**src/rtl/rv_fetch_pkg.sv**
```systemverilog
// rtl/rv_fetch_pkg.sv - shared types and constants for the instruction fetch unit
package rv_fetch_pkg;

  localparam int XLEN = 32;
  localparam logic [XLEN-1:0] DEFAULT_RESET_PC = 32'h0000_0000;

  typedef enum logic {
    BOOT = 1'b0,
    RUN  = 1'b1
  } fetch_state_e;

  typedef struct packed {
    logic [XLEN-1:0] pc;
    logic [XLEN-1:0] instr;
  } fetch_entry_t;

  function automatic logic [XLEN-1:0] pc_plus4(input logic [XLEN-1:0] pc);
    return pc + XLEN'(4);
  endfunction

endpackage

```
**src/rtl/instr_fetch_unit_if.sv**
```systemverilog
// rtl/instr_fetch_unit_if.sv - memory, datapath and redirect signals of the fetch unit
interface instr_fetch_unit_if;

  logic        imem_req;
  logic [31:0] imem_addr;
  logic        imem_ready;
  logic        imem_rvalid;
  logic [31:0] imem_rdata;

  logic        instr_valid;
  logic [31:0] instr;
  logic [31:0] instr_pc;
  logic [31:0] instr_pc_plus4;
  logic        instr_ready;

  logic        redirect_valid;
  logic [31:0] redirect_pc;

  modport master (
    output imem_req, imem_addr,
    input  imem_ready, imem_rvalid, imem_rdata,
    output instr_valid, instr, instr_pc, instr_pc_plus4,
    input  instr_ready,
    input  redirect_valid, redirect_pc
  );

  modport slave (
    input  imem_req, imem_addr,
    output imem_ready, imem_rvalid, imem_rdata,
    input  instr_valid, instr, instr_pc, instr_pc_plus4,
    output instr_ready,
    output redirect_valid, redirect_pc
  );

endinterface

```
**src/rtl/sync_fifo.sv**
```systemverilog
// rtl/sync_fifo.sv - synchronous FIFO with registered storage, flush and occupancy count
module sync_fifo #(
  parameter  int WIDTH = 32,
  parameter  int DEPTH = 4,
  localparam int CW    = $clog2(DEPTH + 1)
) (
  input  logic             clk,
  input  logic             rst,
  input  logic             flush,
  input  logic             push,
  input  logic [WIDTH-1:0] push_data,
  input  logic             pop,
  output logic [WIDTH-1:0] pop_data,
  output logic             full,
  output logic             empty,
  output logic [CW-1:0]    count
);

  localparam int AW = (DEPTH > 1) ? $clog2(DEPTH) : 1;

  logic [WIDTH-1:0] mem [DEPTH];
  logic [AW-1:0]    wr_ptr;
  logic [AW-1:0]    rd_ptr;
  logic             do_push;
  logic             do_pop;

  assign full     = (count == CW'(DEPTH));
  assign empty    = (count == '0);
  assign do_push  = push && !full && !flush;
  assign do_pop   = pop && !empty && !flush;
  assign pop_data = mem[rd_ptr];

  // Flush wins over any same-cycle push or pop.
  always_ff @(posedge clk or negedge rst) begin
    if (!rst) begin
      wr_ptr <= '0;
      rd_ptr <= '0;
      count  <= '0;
    end else if (flush) begin
      wr_ptr <= '0;
      rd_ptr <= '0;
      count  <= '0;
    end else begin
      if (do_push) wr_ptr <= wr_ptr + AW'(1);
      if (do_pop)  rd_ptr <= rd_ptr + AW'(1);
      case ({do_push, do_pop})
        2'b10:   count <= count + CW'(1);
        2'b01:   count <= count - CW'(1);
        default: count <= count;
      endcase
    end
  end

  always_ff @(posedge clk) begin
    if (do_push) mem[wr_ptr] <= push_data;
  end

endmodule

```
**src/rtl/instr_fetch_unit.sv**
```systemverilog
// rtl/instr_fetch_unit.sv - in-order instruction fetch with prefetch buffer and PC redirect
module instr_fetch_unit
  import rv_fetch_pkg::*;
#(
  parameter int              DEPTH           = 4,
  parameter int              MAX_OUTSTANDING = 2,
  parameter logic [XLEN-1:0] RESET_PC        = DEFAULT_RESET_PC
) (
  input logic                clk,
  input logic                rst,
  instr_fetch_unit_if.master bus
);

  localparam int OW = $clog2(MAX_OUTSTANDING + 1);
  localparam int FW = $clog2(DEPTH + 1);

  fetch_state_e    state_q;
  fetch_state_e    state_d;
  logic [XLEN-1:0] fetch_pc;
  logic [OW-1:0]   outstanding;
  logic [OW-1:0]   discard;
  logic [FW-1:0]   fifo_count;
  logic            fifo_full;
  logic            fifo_empty;
  logic            fifo_push;
  logic            fifo_pop;
  logic            pcq_full;
  logic            pcq_empty;
  logic [XLEN-1:0] pcq_head;
  fetch_entry_t    push_entry;
  fetch_entry_t    head;
  logic            req;
  logic            accept;
  logic            redirect;
  logic            rvalid;
  logic            credit_ok;

  assign redirect  = bus.redirect_valid;
  assign rvalid    = bus.imem_rvalid;
  // In-flight requests reserve FIFO space so every response has a slot.
  assign credit_ok = (int'(fifo_count) + int'(outstanding)) < DEPTH;

  always_ff @(posedge clk or negedge rst) begin
    if (!rst) state_q <= BOOT;
    else      state_q <= state_d;
  end

  always_comb begin
    state_d = state_q;
    req     = 1'b0;
    case (state_q)
      BOOT:    state_d = RUN;
      RUN:     req = credit_ok && !pcq_full && !redirect;
      default: state_d = BOOT;
    endcase
  end

  assign accept        = req && bus.imem_ready;
  assign bus.imem_req  = req;
  assign bus.imem_addr = fetch_pc;

  always_ff @(posedge clk or negedge rst) begin
    if (!rst) begin
      fetch_pc <= RESET_PC;
      discard  <= '0;
    end else begin
      if (redirect)    fetch_pc <= {bus.redirect_pc[XLEN-1:2], 2'b00};
      else if (accept) fetch_pc <= pc_plus4(fetch_pc);
      // Everything still in flight after this edge belongs to the old stream.
      if (redirect)                     discard <= outstanding - OW'(rvalid);
      else if (rvalid && discard != '0) discard <= discard - OW'(1);
    end
  end

  // The PC queue is never flushed: discarded responses still pop their PC.
  sync_fifo #(
    .WIDTH (XLEN),
    .DEPTH (MAX_OUTSTANDING)
  ) u_pc_queue (
    .clk       (clk),
    .rst       (rst),
    .flush     (1'b0),
    .push      (accept),
    .push_data (fetch_pc),
    .pop       (rvalid),
    .pop_data  (pcq_head),
    .full      (pcq_full),
    .empty     (pcq_empty),
    .count     (outstanding)
  );

  assign push_entry = '{pc: pcq_head, instr: bus.imem_rdata};
  assign fifo_push  = rvalid && (discard == '0) && !redirect;
  assign fifo_pop   = !fifo_empty && bus.instr_ready && !redirect;

  sync_fifo #(
    .WIDTH ($bits(fetch_entry_t)),
    .DEPTH (DEPTH)
  ) u_prefetch (
    .clk       (clk),
    .rst       (rst),
    .flush     (redirect),
    .push      (fifo_push),
    .push_data (push_entry),
    .pop       (fifo_pop),
    .pop_data  (head),
    .full      (fifo_full),
    .empty     (fifo_empty),
    .count     (fifo_count)
  );

  assign bus.instr_valid    = !fifo_empty;
  assign bus.instr          = fifo_empty ? '0 : head.instr;
  assign bus.instr_pc       = fifo_empty ? '0 : head.pc;
  assign bus.instr_pc_plus4 = fifo_empty ? '0 : pc_plus4(head.pc);

  a_rvalid_has_request: assert property (@(posedge clk) disable iff (!rst)
    rvalid |-> !pcq_empty);
  a_no_push_when_full: assert property (@(posedge clk) disable iff (!rst)
    fifo_push |-> !fifo_full);

endmodule

```
**src/flat_wrapper.sv**
```systemverilog
// flat-port wrapper written by rule: the top's interface ports become plain ports
module instr_fetch_unit_flat import rv_fetch_pkg::*;
#(
  parameter int              DEPTH           = 4,
  parameter int              MAX_OUTSTANDING = 2,
  parameter logic [XLEN-1:0] RESET_PC        = DEFAULT_RESET_PC
)
  (clk, rst, bus_imem_req, bus_imem_addr, bus_imem_ready, bus_imem_rvalid, bus_imem_rdata, bus_instr_valid, bus_instr, bus_instr_pc, bus_instr_pc_plus4, bus_instr_ready, bus_redirect_valid, bus_redirect_pc);
  instr_fetch_unit_if bus_i ();
  input logic clk;
  input logic rst;
  output wire logic [$bits(bus_i.imem_req)-1:0] bus_imem_req;
  output wire logic [$bits(bus_i.imem_addr)-1:0] bus_imem_addr;
  input wire logic [$bits(bus_i.imem_ready)-1:0] bus_imem_ready;
  input wire logic [$bits(bus_i.imem_rvalid)-1:0] bus_imem_rvalid;
  input wire logic [$bits(bus_i.imem_rdata)-1:0] bus_imem_rdata;
  output wire logic [$bits(bus_i.instr_valid)-1:0] bus_instr_valid;
  output wire logic [$bits(bus_i.instr)-1:0] bus_instr;
  output wire logic [$bits(bus_i.instr_pc)-1:0] bus_instr_pc;
  output wire logic [$bits(bus_i.instr_pc_plus4)-1:0] bus_instr_pc_plus4;
  input wire logic [$bits(bus_i.instr_ready)-1:0] bus_instr_ready;
  input wire logic [$bits(bus_i.redirect_valid)-1:0] bus_redirect_valid;
  input wire logic [$bits(bus_i.redirect_pc)-1:0] bus_redirect_pc;
  assign bus_imem_req = bus_i.imem_req;
  assign bus_imem_addr = bus_i.imem_addr;
  assign bus_i.imem_ready = bus_imem_ready;
  assign bus_i.imem_rvalid = bus_imem_rvalid;
  assign bus_i.imem_rdata = bus_imem_rdata;
  assign bus_instr_valid = bus_i.instr_valid;
  assign bus_instr = bus_i.instr;
  assign bus_instr_pc = bus_i.instr_pc;
  assign bus_instr_pc_plus4 = bus_i.instr_pc_plus4;
  assign bus_i.instr_ready = bus_instr_ready;
  assign bus_i.redirect_valid = bus_redirect_valid;
  assign bus_i.redirect_pc = bus_redirect_pc;
  instr_fetch_unit #(.DEPTH(DEPTH), .MAX_OUTSTANDING(MAX_OUTSTANDING), .RESET_PC(RESET_PC)) u_core (.clk(clk), .rst(rst), .bus(bus_i));
endmodule
```
**config.mk**
```make
export PLATFORM = sky130hd
export DESIGN_NAME = instr_fetch_unit_flat
export DESIGN_NICKNAME = d
export VERILOG_FILES = /design/src/rtl/rv_fetch_pkg.sv /design/src/rtl/instr_fetch_unit_if.sv /design/src/rtl/sync_fifo.sv /design/src/rtl/instr_fetch_unit.sv /design/src/flat_wrapper.sv
export SDC_FILE = /design/constraint.sdc
export NUM_CORES = 1
export LEC_CHECK = 0
export ABC_AREA = 1
export CORE_ASPECT_RATIO = 1.75
export CORE_MARGIN = 1.5
export CORE_UTILIZATION = 55
export DETAILED_ROUTE_END_ITERATION = 8
export GPL_ROUTABILITY_DRIVEN = 0
export PLACE_DENSITY = 0.79
export SKIP_LAST_GASP = 1
export SLEW_MARGIN = 20
export SYNTH_ARGS = -nofsm -noshare
export SYNTH_HDL_FRONTEND = slang
export SYNTH_SLANG_ARGS = --single-unit
```
**constraint.sdc**
```tcl
create_clock -name clk -period 9.91 [get_ports clk]
set_input_delay 2.973 -clock clk [delete_from_list [all_inputs] [get_ports clk]]
set_output_delay 2.973 -clock clk [all_outputs]
set_load 0.005 [all_outputs]
```
==> impl_results.md <==
- DRC viols: 0
- CTS tree: done
- Initial antenna violation count: 1
- CTS root buf: clkbuf_16
- Total wire length: 39000 µm
- Post-DR vias/cell: 5.49
- Die Y: 231 µm
- Critical Path RT: 6940 ps
- Mean post-synth cell area: 9.63 µm²
- Total Power: 5.11 mW
- # nets final: 1940
- Slowest CP cell: clkdlybuf4s50_1
- # port buffers: 191
- Element type at the critical path end: output pin
- Synth top area cells: edfxtp_1 57%, nand2_1 12%, dfrtp_1 6.7%
- # clock sinks: 352
- Worst Tran Pin Value: 980 ps
- HPWL Detailed: 25400 µm
- Crit-path cells: clkdlybuf4s50_1 -> inv_1 -> nand3_1 -> nor2_1 -> clkdlybuf4s50_1
- Total track usage: 25.4%
- Run status: complete, no violations
- Crit-path max FO: 15
- DR WL/cell: 17.2 µm
- Placed insts: 2209
- Syn-to-layout area delta: 19.5%
- Post-cts hold buffer count: 0
- Pre-CTS WS: 2280 ps
- Layout Cells excl Fill: 2266
- Setup CP Type: in -> out
- Clk slew on worst S/H paths: 60 ps
- Mapped cell area: 16300 µm²
- Cell variety after synth: 36
- Setup tns final: 0 ps
- Clk_lat worst skew: 570 ps
- Crit path top cell by count: clkdlybuf4s50_1
- Period utilization: 77.0%
- Max Root-Sink Buffers: 3
- Worst EP arrival: 4650 ps
- Die span in x: 133 µm
- Initial Util: 55.7%
- CORE AREA: 29300 µm²
- Layout cell share with drive strength beyond 1: 5.63%
- Rel. slew slack: 34.7%
- Commonest cells post-synth: 543 x nand2_1, 308 x edfxtp_1, 278 x nor2_1
- TritonCTS Buffers: 30
- Syn. warnings: 0
- H-tree levels: 1
- Area occupied by multi-input gates: 5260 µm²
- Pleak: 7.53 nW
- Post-synth EDFFs: 308
- Max-cap violations: 0
- Mapped Cells: 1695
- Num rows: 83
- RSZ-0062 raised after global routing: false
- Drt first pass iters: 8
- Post-route design area: 19500 µm²
- Setup Buffers After CTS: 0
- Most common cell in the netlist: nand2_1
- Worst Skew: 15.5 ps
- Vias: 12.4k
- DRT iter0 DRCs: 952
- Largest stage delay on the critical path: 520 ps
- Share of the synthesized area in the top cell type: 56.7%
- Seq cells post-synth: 352
- Largest net degree at the start of global routing: 87
- Post-cts resize count: 0
- Slew Viols, Final: 0
- Post-route ant nets: 0
- Register area share after synthesis: 63.4%
- Min cycle time layout: 7630 ps
- Ys async rst share: 12.5%
- Register area: 10400 µm²
- Setup violators final: 0
- Max VDD drop: 0.152 mV
- Die area: 30800 µm²
- Hold Violations, Final: 0
- Post-synth top area cell: edfxtp_1
- Vias in the first global route: 12.3k
- GRT overflow: 0
- Main synth FF type: edfxtp_1
- PwrDens: 262 nW/µm²
- Startpoint class of the critical path: input port
- First-pass GRT wire length: 61500 µm
- Final Core Density: 66.6%
- Final worst slack: 2280 ps
- Ports: 200
- Fmax: 131 MHz
- Placed cell area: 18500 µm²
- Hold_ws: 557 ps
- Hold Crit Class: reg -> reg
- FILL cells: 2240
area by class of cell:
cell class                      instances  share of cell area [%]
Antenna cell                            1                  0.0128
Inverter                               89                    1.73
Multi-Input combinational cell       1179                    26.9
Timing Repair Buffer                  207                    10.4
Clock buffer                           36                    4.07
Clock inverter                         20                    1.33
Tap cell                              382                    2.45
Sequential cell                       352                    53.1
worst paths after layout:
kind,startpoint,end,slack (ps),cells past startpoint
worst max-delay path,bus_redirect_valid,bus_imem_req,2280,5
worst min-delay path,u_core.u_pc_queue.count[1]$_DFFE_PN0P_,u_core.u_pc_queue.count[1]$_DFFE_PN0P_,560,1
worst max register to register,u_core.u_prefetch.count[1]$_DFFE_PN0P_,u_core.bus.imem_addr[16]$_DFFE_PN0P_,7200,10
worst min register to register,u_core.u_pc_queue.count[1]$_DFFE_PN0P_,u_core.u_pc_queue.count[1]$_DFFE_PN0P_,560,1
max in group asynchronous,rst,u_core.u_prefetch.rd_ptr[0]$_DFFE_PN0P_,6990,2
min in group asynchronous,rst,u_core.discard[0]$_DFFE_PN0P_,2480,2
power by group:
group | internal, mW | switching, mW | leakage [nW] | total [mW]
clock | 0.708 | 0.527 | 0.507 | 1.23
combinational | 0.812 | 1.16 | 3.71 | 1.97
sequential | 1.80 | 0.114 | 3.32 | 1.91
registers in the layout (all words and copies together) (netlist names):
signal and flops:
u_core.bus.imem_addr 30, u_core.discard 2, u_core.state_q 1, u_core.u_pc_queue.count 2, u_core.u_pc_queue.mem 60, u_core.u_pc_queue.rd_ptr 1
u_core.u_pc_queue.wr_ptr 1, u_core.u_prefetch.count 3, u_core.u_prefetch.mem 248, u_core.u_prefetch.rd_ptr 2, u_core.u_prefetch.wr_ptr 2
logic make-up after synthesis:
family	Yosys count	synth area share [%]
AO/OA/AOI/OAI	161	5.45
XOR/XNOR	32	1.72
adder cells (fa/ha/maj)	11	0.889
buffers and inverters	169	4.73
flip-flops	352	63.4
other	2	0.0460
AND/OR/NAND/NOR	968	23.7
critical path: cells and delay by family:
family	cells	cell delay, ps
AND/OR/NAND/NOR	2	310
buffers and inverters	3	1350
placed cells by master (no fill, tap or decap), types with 3 or more instances in the layout:
cell | synthesis | layout
ha_1 | 10 | 10
dfrtp_1 | 44 | 42
clkbuf_16 | 0 | 30
clkinv_2 | 0 | 4
conb_1 | 2 | 7
clkdlybuf4s50_1 | 0 | 190
inv_1 | 86 | 86
o211ai_1 | 16 | 16
o221ai_1 | 8 | 8
clkinvlp_4 | 0 | 3
xor2_1 | 24 | 24
bufinv_16 | 0 | 5
nor2_2 | 12 | 14
nand3_1 | 90 | 90
o21ai_0 | 87 | 87
nor3_1 | 16 | 15
a21oi_1 | 46 | 46
clkinv_4 | 0 | 3
nor2_4 | 1 | 5
edfxtp_1 | 308 | 308
clkbuf_1 | 29 | 4
nand2_1 | 543 | 543
nand2_2 | 11 | 11
nor2_1 | 278 | 272
buf_4 | 10 | 16
xnor2_1 | 8 | 8
nand4_1 | 13 | 13
metal layers:
metal / up-vias / track usage, % / part of all wire [%]
li1: 5943 / - / -
met3: 122 / 2.94 / 5.8
met1: 5872 / 28.9 / 37
met2: 497 / 47.0 / 53
met5: - / 0 / 0
met4: 0 / 12.7 / 4.6
Note: power is estimated with default switching activity, not from simulation.
